File: src/rtl/dma_ctrl_if.sv
// Byte bus between a requester and a responder: din flows toward the responder,
// dout comes back. Used for both the CPU side and the memory side of dma_ctrl.
interface dma_ctrl_if;
    logic [7:0]  din;
    logic [15:0] address;
    logic        w_en;
    logic        r_en;
    logic [7:0]  dout;

    modport master (output din, output address, output w_en, output r_en, input dout);
    modport slave  (input din, input address, input w_en, input r_en, output dout);
endinterface

File: src/rtl/dma_ctrl.sv
// Byte-copy DMA engine between the CPU data port and the data-memory/IO bus.
// Optional build macro DMA_FILL_EN adds CTRL bit2 FILL: one SRC_L byte written per cycle.
module dma_ctrl #(
    parameter logic [7:0] DMA_ADDRESS = 8'h90
) (
    input  logic       clk,
    input  logic       rst,
    dma_ctrl_if.slave  cpu,
    dma_ctrl_if.master mem,
    output logic       cpu_stall,
    output logic       done_flag,
    input  logic       done_flag_clr
);
    localparam logic [15:0] REG_BASE = 16'h1000 + {8'h00, DMA_ADDRESS};

    typedef enum logic [1:0] {S_IDLE, S_READ, S_WRITE} state_t;

    state_t      state_q;
    logic [15:0] src_q;
    logic [15:0] dst_q;
    logic [7:0]  len_q;
    logic        dst_fixed_q;
    logic [15:0] wsrc_q;
    logic [15:0] wdst_q;
    logic [8:0]  cnt_q;
    logic        done_q;
    logic [7:0]  rd_data_q;
    logic        rd_hit_q;

    logic [15:0] reg_off;
    logic [2:0]  reg_idx;
    logic        reg_hit;
    logic        idle;
    logic        reg_wr;
    logic        reg_rd;
    logic        start;
    logic        start_fill;
    logic        fill_en;
    logic [7:0]  status;
    logic [7:0]  reg_rdata;

    // Unsigned offset from the base; anything outside 0..5 (including below base) misses.
    assign reg_off = cpu.address - REG_BASE;
    assign reg_idx = reg_off[2:0];
    assign reg_hit = (reg_off < 16'd6);
    assign idle    = (state_q == S_IDLE);
    assign reg_wr  = idle && cpu.w_en && reg_hit;
    assign reg_rd  = idle && cpu.r_en && reg_hit;
    assign start   = reg_wr && (reg_idx == 3'd5) && cpu.din[0];

`ifdef DMA_FILL_EN
    logic fill_q;
    assign fill_en    = fill_q;
    assign start_fill = cpu.din[2];
`else
    assign fill_en    = 1'b0;
    assign start_fill = 1'b0;
`endif

    assign status = {5'b00000, fill_en, done_q, ~idle};

    always_comb begin
        reg_rdata = status;
        case (reg_idx)
            3'd0:    reg_rdata = src_q[7:0];
            3'd1:    reg_rdata = src_q[15:8];
            3'd2:    reg_rdata = dst_q[7:0];
            3'd3:    reg_rdata = dst_q[15:8];
            3'd4:    reg_rdata = len_q;
            default: reg_rdata = status;
        endcase
    end

    always_ff @(posedge clk) begin
        if (rst) begin
            state_q     <= S_IDLE;
            src_q       <= 16'h0000;
            dst_q       <= 16'h0000;
            len_q       <= 8'h00;
            dst_fixed_q <= 1'b0;
            wsrc_q      <= 16'h0000;
            wdst_q      <= 16'h0000;
            cnt_q       <= 9'd0;
            done_q      <= 1'b0;
            rd_data_q   <= 8'h00;
            rd_hit_q    <= 1'b0;
`ifdef DMA_FILL_EN
            fill_q      <= 1'b0;
`endif
        end else begin
            rd_hit_q <= reg_rd;
            if (reg_rd) begin
                rd_data_q <= reg_rdata;
            end

            if (reg_wr) begin
                case (reg_idx)
                    3'd0:    src_q[7:0]  <= cpu.din;
                    3'd1:    src_q[15:8] <= cpu.din;
                    3'd2:    dst_q[7:0]  <= cpu.din;
                    3'd3:    dst_q[15:8] <= cpu.din;
                    3'd4:    len_q       <= cpu.din;
                    default: begin
                        dst_fixed_q <= cpu.din[1];
`ifdef DMA_FILL_EN
                        fill_q      <= cpu.din[2];
`endif
                    end
                endcase
            end

            // Completion wins over a same-cycle clear so the interrupt is never lost.
            if (state_q == S_WRITE && cnt_q == 9'd1) begin
                done_q <= 1'b1;
            end else if (done_flag_clr) begin
                done_q <= 1'b0;
            end

            case (state_q)
                S_IDLE: begin
                    if (start) begin
                        wsrc_q  <= src_q;
                        wdst_q  <= dst_q;
                        cnt_q   <= (len_q == 8'h00) ? 9'd256 : {1'b0, len_q};
                        state_q <= start_fill ? S_WRITE : S_READ;
                    end
                end
                S_READ: begin
                    state_q <= S_WRITE;
                end
                S_WRITE: begin
                    wsrc_q <= wsrc_q + 16'd1;
                    if (!dst_fixed_q) begin
                        wdst_q <= wdst_q + 16'd1;
                    end
                    cnt_q <= cnt_q - 9'd1;
                    if (cnt_q == 9'd1) begin
                        state_q <= S_IDLE;
                    end else begin
                        state_q <= fill_en ? S_WRITE : S_READ;
                    end
                end
                default: begin
                    state_q <= S_IDLE;
                end
            endcase
        end
    end

    // Bus is muxed straight from state so READ/WRITE cost no extra cycle.
    always_comb begin
        mem.address = cpu.address;
        mem.din     = cpu.din;
        mem.w_en    = cpu.w_en && !reg_hit;
        mem.r_en    = cpu.r_en && !reg_hit;
        cpu_stall   = 1'b0;
        case (state_q)
            S_READ: begin
                mem.address = wsrc_q;
                mem.din     = 8'h00;
                mem.w_en    = 1'b0;
                mem.r_en    = 1'b1;
                cpu_stall   = 1'b1;
            end
            S_WRITE: begin
                mem.address = wdst_q;
                mem.din     = fill_en ? src_q[7:0] : mem.dout;
                mem.w_en    = 1'b1;
                mem.r_en    = 1'b0;
                cpu_stall   = 1'b1;
            end
            default: begin
                cpu_stall = 1'b0;
            end
        endcase
    end

    assign cpu.dout  = rd_hit_q ? rd_data_q : mem.dout;
    assign done_flag = done_q;
endmodule

File: src/flat_wrapper.sv
// flat-port wrapper written by rule: the top's interface ports become plain ports
module dma_ctrl_flat 
#(
    parameter logic [7:0] DMA_ADDRESS = 8'h90
)
  (clk, rst, cpu_stall, done_flag, done_flag_clr, cpu_din, cpu_address, cpu_w_en, cpu_r_en, cpu_dout, mem_din, mem_address, mem_w_en, mem_r_en, mem_dout);
  dma_ctrl_if cpu_i ();
  dma_ctrl_if mem_i ();
  input  logic clk;
  input  logic rst;
  output logic cpu_stall;
  output logic done_flag;
  input  logic done_flag_clr;
  input wire logic [$bits(cpu_i.din)-1:0] cpu_din;
  input wire logic [$bits(cpu_i.address)-1:0] cpu_address;
  input wire logic [$bits(cpu_i.w_en)-1:0] cpu_w_en;
  input wire logic [$bits(cpu_i.r_en)-1:0] cpu_r_en;
  output wire logic [$bits(cpu_i.dout)-1:0] cpu_dout;
  output wire logic [$bits(mem_i.din)-1:0] mem_din;
  output wire logic [$bits(mem_i.address)-1:0] mem_address;
  output wire logic [$bits(mem_i.w_en)-1:0] mem_w_en;
  output wire logic [$bits(mem_i.r_en)-1:0] mem_r_en;
  input wire logic [$bits(mem_i.dout)-1:0] mem_dout;
  assign cpu_i.din = cpu_din;
  assign cpu_i.address = cpu_address;
  assign cpu_i.w_en = cpu_w_en;
  assign cpu_i.r_en = cpu_r_en;
  assign cpu_dout = cpu_i.dout;
  assign mem_din = mem_i.din;
  assign mem_address = mem_i.address;
  assign mem_w_en = mem_i.w_en;
  assign mem_r_en = mem_i.r_en;
  assign mem_i.dout = mem_dout;
  dma_ctrl #(.DMA_ADDRESS(DMA_ADDRESS)) u_core (.clk(clk), .rst(rst), .cpu(cpu_i), .mem(mem_i), .cpu_stall(cpu_stall), .done_flag(done_flag), .done_flag_clr(done_flag_clr));
endmodule
File: config.mk
export PLATFORM = sky130hd
export DESIGN_NAME = dma_ctrl_flat
export DESIGN_NICKNAME = d
export VERILOG_FILES = /design/src/rtl/dma_ctrl_if.sv /design/src/rtl/dma_ctrl.sv /design/src/flat_wrapper.sv
export SDC_FILE = /design/constraint.sdc
export NUM_CORES = 1
export LEC_CHECK = 0
export ABC_AREA = 1
export BUFFER_PORTS_ARGS = -buffer_cell sky130_fd_sc_hd__buf_2
export CORE_MARGIN = 2
export CORE_UTILIZATION = 55
export CTS_CLUSTER_SIZE = 10
export DETAILED_ROUTE_END_ITERATION = 10
export HOLD_SLACK_MARGIN = 0.03
export PLACE_DENSITY = 0.87
export SYNTH_ARGS = -nofsm -noshare
export SYNTH_HDL_FRONTEND = slang
export SYNTH_SLANG_ARGS = --single-unit
File: constraint.sdc
create_clock -name clk -period 2.6 [get_ports clk]
set_clock_uncertainty 0.2 [all_clocks]
set_input_delay 0.26 -clock clk [delete_from_list [all_inputs] [get_ports clk]]
set_output_delay 0.26 -clock clk [all_outputs]
set_load 0.03 [all_outputs]
==> out/results.txt <==
Pwr Density: 766.9 nW/µm²
Critical path class: reg -> out
Switch Pwr: 0.002065 W
GPL Wtd Cong: 0.9782
DP Area: 5934 µm²
Dpl cells: 1019
Yosys warns: 0
Most common cell on crit path: inv_1
GRT Util Overall: 30.49%
CORE AREA: 9774 µm²
Post-synth cell types: 38
Combinational power share: 41.6%
Clock share of power: 21.1%
Total Routed Length: 16.74 mm
Avg Cell Area, Syn: 6.542 µm²
Net Sw Frac: 43.62%
Fin crit share: 96.22%
Pint: 0.002669 W
MaxCap Viol Count: 0
Initial antenna violation count: 0
Hold Crit Depth: 3
R2R depth: 6
Clk sinks: 94
Worst Min Path Start: cpu_din[5]
# diodes: 0
DRT iter0 DRCs: 576
Worst reg2reg endpoint: u_core.wsrc_q[8]
# port buffers: 72
WHS Endpoint: u_core.dst_q[5]
Hpwl dp: 12.25 mm
Die Ht: 104.2 µm
Worst endpoint data arrival time: 2.04 ns
Vias in the first global route: 5276
Min Clock Period, post-route: 2.502 ns
Initial Util: 56.49%
Flop pwr share: 37.3%
Rel. slew slack: 59.44%
Slew Viols, Final: 0
Max FO, Critical Path: 21
Nets@finish: 943
Grt peak-use layer: met2
Post-Syn Area: 5522 µm²
IO Pins: 73
Worst-skew pair later-pin latency: 0.37 ns
Row count: 36
Max IR drop VDD: 0.3511 mV
Bufs on Longest Clock Path: 2
Final antenna-violating net count: 0
Pre-antenna DRT Iters: 7
DRC Markers: 0
Die area: 10860 µm²
Syn Inst Count: 844
GR Layer Usage met2: 46.95%
Average wire per cell in the routed design: 16.16 µm
Layout Cells excl Fill: 1036
GRT Residual Overflow: 0
Fmax: 399.7 MHz
Postcts setup bufs: 0
Ys async rst share: 0%
Crit. End Element: output pin
Main synth FF type: dfxtp_1
Cell family with most CP delay: buffers and inverters
EDFF count, synth: 0
Largest stage delay on the critical path: 0.39 ns
Worst R2R Start: u_core.state_q[0]
R2R setup slack: 0.33 ns
Flops & latches, synth: 94
First-pass GRT wire length: 26.55 mm
Root Buffer: clkbuf_8
Final hold viol count: 0
TNS Setup: 0 ns
H-tree depth: 3
M3 GR Usage: 6.767%
Pin count of the biggest net entering global routing: 40
Worst path cell trace: inv_1 -> ha_1 -> buf_4 -> inv_1 -> buf_6 -> nand2_1 -> o221ai_1 -> buf_2
Finished Cell Area: 6173 µm²
Share of cells above drive strength 1: 13.07%
Setup violations, final: 0
Num CTS Buffers: 9
DR vias/cell: 5.781
Clock slew at reported path FFs: 0.10 ns
Buf/Inv on CP: 5
Worst slew pin tran: 0.6038 ns
Status: complete, no violations
Hold crit path type: in -> reg
Area growth, synth to finish: 11.81%
Vias: 5989
Slowest CP cell: dfxtp_1
GR met1 Demand/Resource: 40.80%
Sequential area share after synthesis: 34.08%
Die Wd: 104.2 µm
Leak pwr: 2.653 nW
Crit start category: flip-flop
CTS tree: done
Critical Path RT: 2.14 ns
Syn nets: 889
Layout filler cell count: 881
[power by group through the flow]
stage	logic, W	clock network [W]	registers, W
finish	0.00197	0.00100	0.00177
global route	0.00216	0.00107	0.00179
CTS	0.00191	0.00101	0.00176
detailed placement	0.00188	0	0.00179
global placement	0.00186	0	0.00179
floorplan	0.00148	0	0.00176
[state kept, by name, indices dropped and copies added, names as in the netlist]
register,count
u_core.dst_fixed_q,1
u_core.wsrc_q,16
u_core.rd_data_q,8
u_core.state_q,2
u_core.dst_q,16
u_core.wdst_q,16
u_core.cnt_q,9
u_core.src_q,16
u_core.rd_hit_q,1
u_core.done_flag,1
u_core.len_q,8
[timing repair]
item                                    4_1_cts  5_1_grt
cloned                                        0        0
hold buffers                                  1        0
endpoints found under the setup margin       15       19
resized for setup                             2       10
pin swaps                                     0        0
endpoints found under the hold margin         1        0
[kinds of logic (layout without fill, tap and decap cells)]
kind of cell | Yosys count | in the layout | share of synthesized area (%)
AOI/OAI and AO/OA | 184 | 184 | 20.28
xor gates and xnor gates | 21 | 21 | 3.331
buffers and inverters | 146 | 205 | 10.79
adders and majority gates | 8 | 8 | 1.813
DFF | 94 | 94 | 34.08
and+or+nand+nor | 391 | 391 | 29.71
[per-stage QoR]
stage                     total power, W  util [%]  setup slack (ns)  hold WS (ns)
after floorplan                 0.003237         -           0.04810        0.1949
after global placement          0.003649     60.71            0.3176        0.2506
after detailed placement        0.003670     60.71            0.3370        0.2626
after CTS                       0.004678     62.88           0.06511       0.04228
after global routing            0.005016     63.16          -0.01123       0.05029
final                           0.004735     63.16           0.09823       0.05245
[layout by cell type (no fill, tap or decap), types with 2 or more instances in the layout]
master / synthesis / layout
nand2_1: 171 / 169
nor2_1: 129 / 129
inv_1: 102 / 102
dfxtp_1: 94 / 94
o21ai_0: 82 / 82
buf_2: 9 / 67
nand3_1: 58 / 58
a21oi_1: 29 / 29
a211oi_1: 28 / 28
xor2_1: 19 / 19
buf_4: 3 / 15
o22ai_1: 14 / 14
o221ai_1: 15 / 14
nor3_1: 11 / 11
nand4_1: 9 / 9
clkbuf_8: 0 / 9
ha_1: 8 / 8
nand2_2: 5 / 6
o211ai_1: 4 / 4
o31ai_1: 3 / 3
a31oi_1: 3 / 3
a211oi_2: 3 / 3
nand2_4: 1 / 2
xnor2_1: 2 / 2
clkinv_2: 1 / 2
a22o_1: 2 / 2
inv_6: 0 / 2
[worst reg2reg max path, stage by stage, from the launching register on]
cell and delay [ns]:
dfxtp_1 0.39, inv_1 0.08, ha_1 0.34, or2_2 0.43, nand2_2 0.48, nand2_1 0.15, a21oi_2 0.15
[cells in the mapped netlist, types with 4 or more instances]
library cell / instances / area [µm²]
ha_1: 8 / 100.1
nand2_2: 5 / 31.28
xor2_1: 19 / 166.4
o21ai_0: 82 / 410.4
nand4_1: 9 / 56.30
a21oi_1: 29 / 145.1
o211ai_1: 4 / 30.03
a211oi_1: 28 / 210.2
clkbuf_1: 24 / 90.09
buf_2: 9 / 45.04
nor2_1: 129 / 484.2
o22ai_1: 14 / 87.58
nand2_1: 171 / 641.9
nand3_1: 58 / 290.3
o221ai_1: 15 / 131.4
inv_1: 102 / 382.9
dfxtp_1: 94 / 1882
nor3_1: 11 / 55.05
[routing by layer]
layer	vias up	part of all wire, %
met1	2685	41
li1	2890	-
met4	0	4.4
met2	354	43
met3	60	12
met5	-	0
[worst max path at each step]
stage                            startpoint              to  slack [ns]  depth (start not counted)
after global routing      u_core.state_q[0]  mem_address[5]       -0.01                          8
after detailed placement  u_core.state_q[0]  mem_address[0]        0.34                          6
after global placement    u_core.state_q[1]  mem_address[0]        0.32                          6
final                     u_core.state_q[0]  mem_address[6]         0.1                          8
after CTS                 u_core.state_q[0]  mem_address[0]        0.07                          8
after floorplan           u_core.state_q[0]  mem_address[0]        0.05                          6
[layout make-up]
type	count	area [µm²]	area share (%)
multi-input combinational	604	3060	49.57
sequential	94	1882	30.48
timing repair buffer	85	476.7	7.722
inverter	104	391.6	6.344
tap	133	166.4	2.696
clock buffer	10	127.6	2.067
clock inverter	6	68.82	1.115
(Power assumes the default switching activity.)
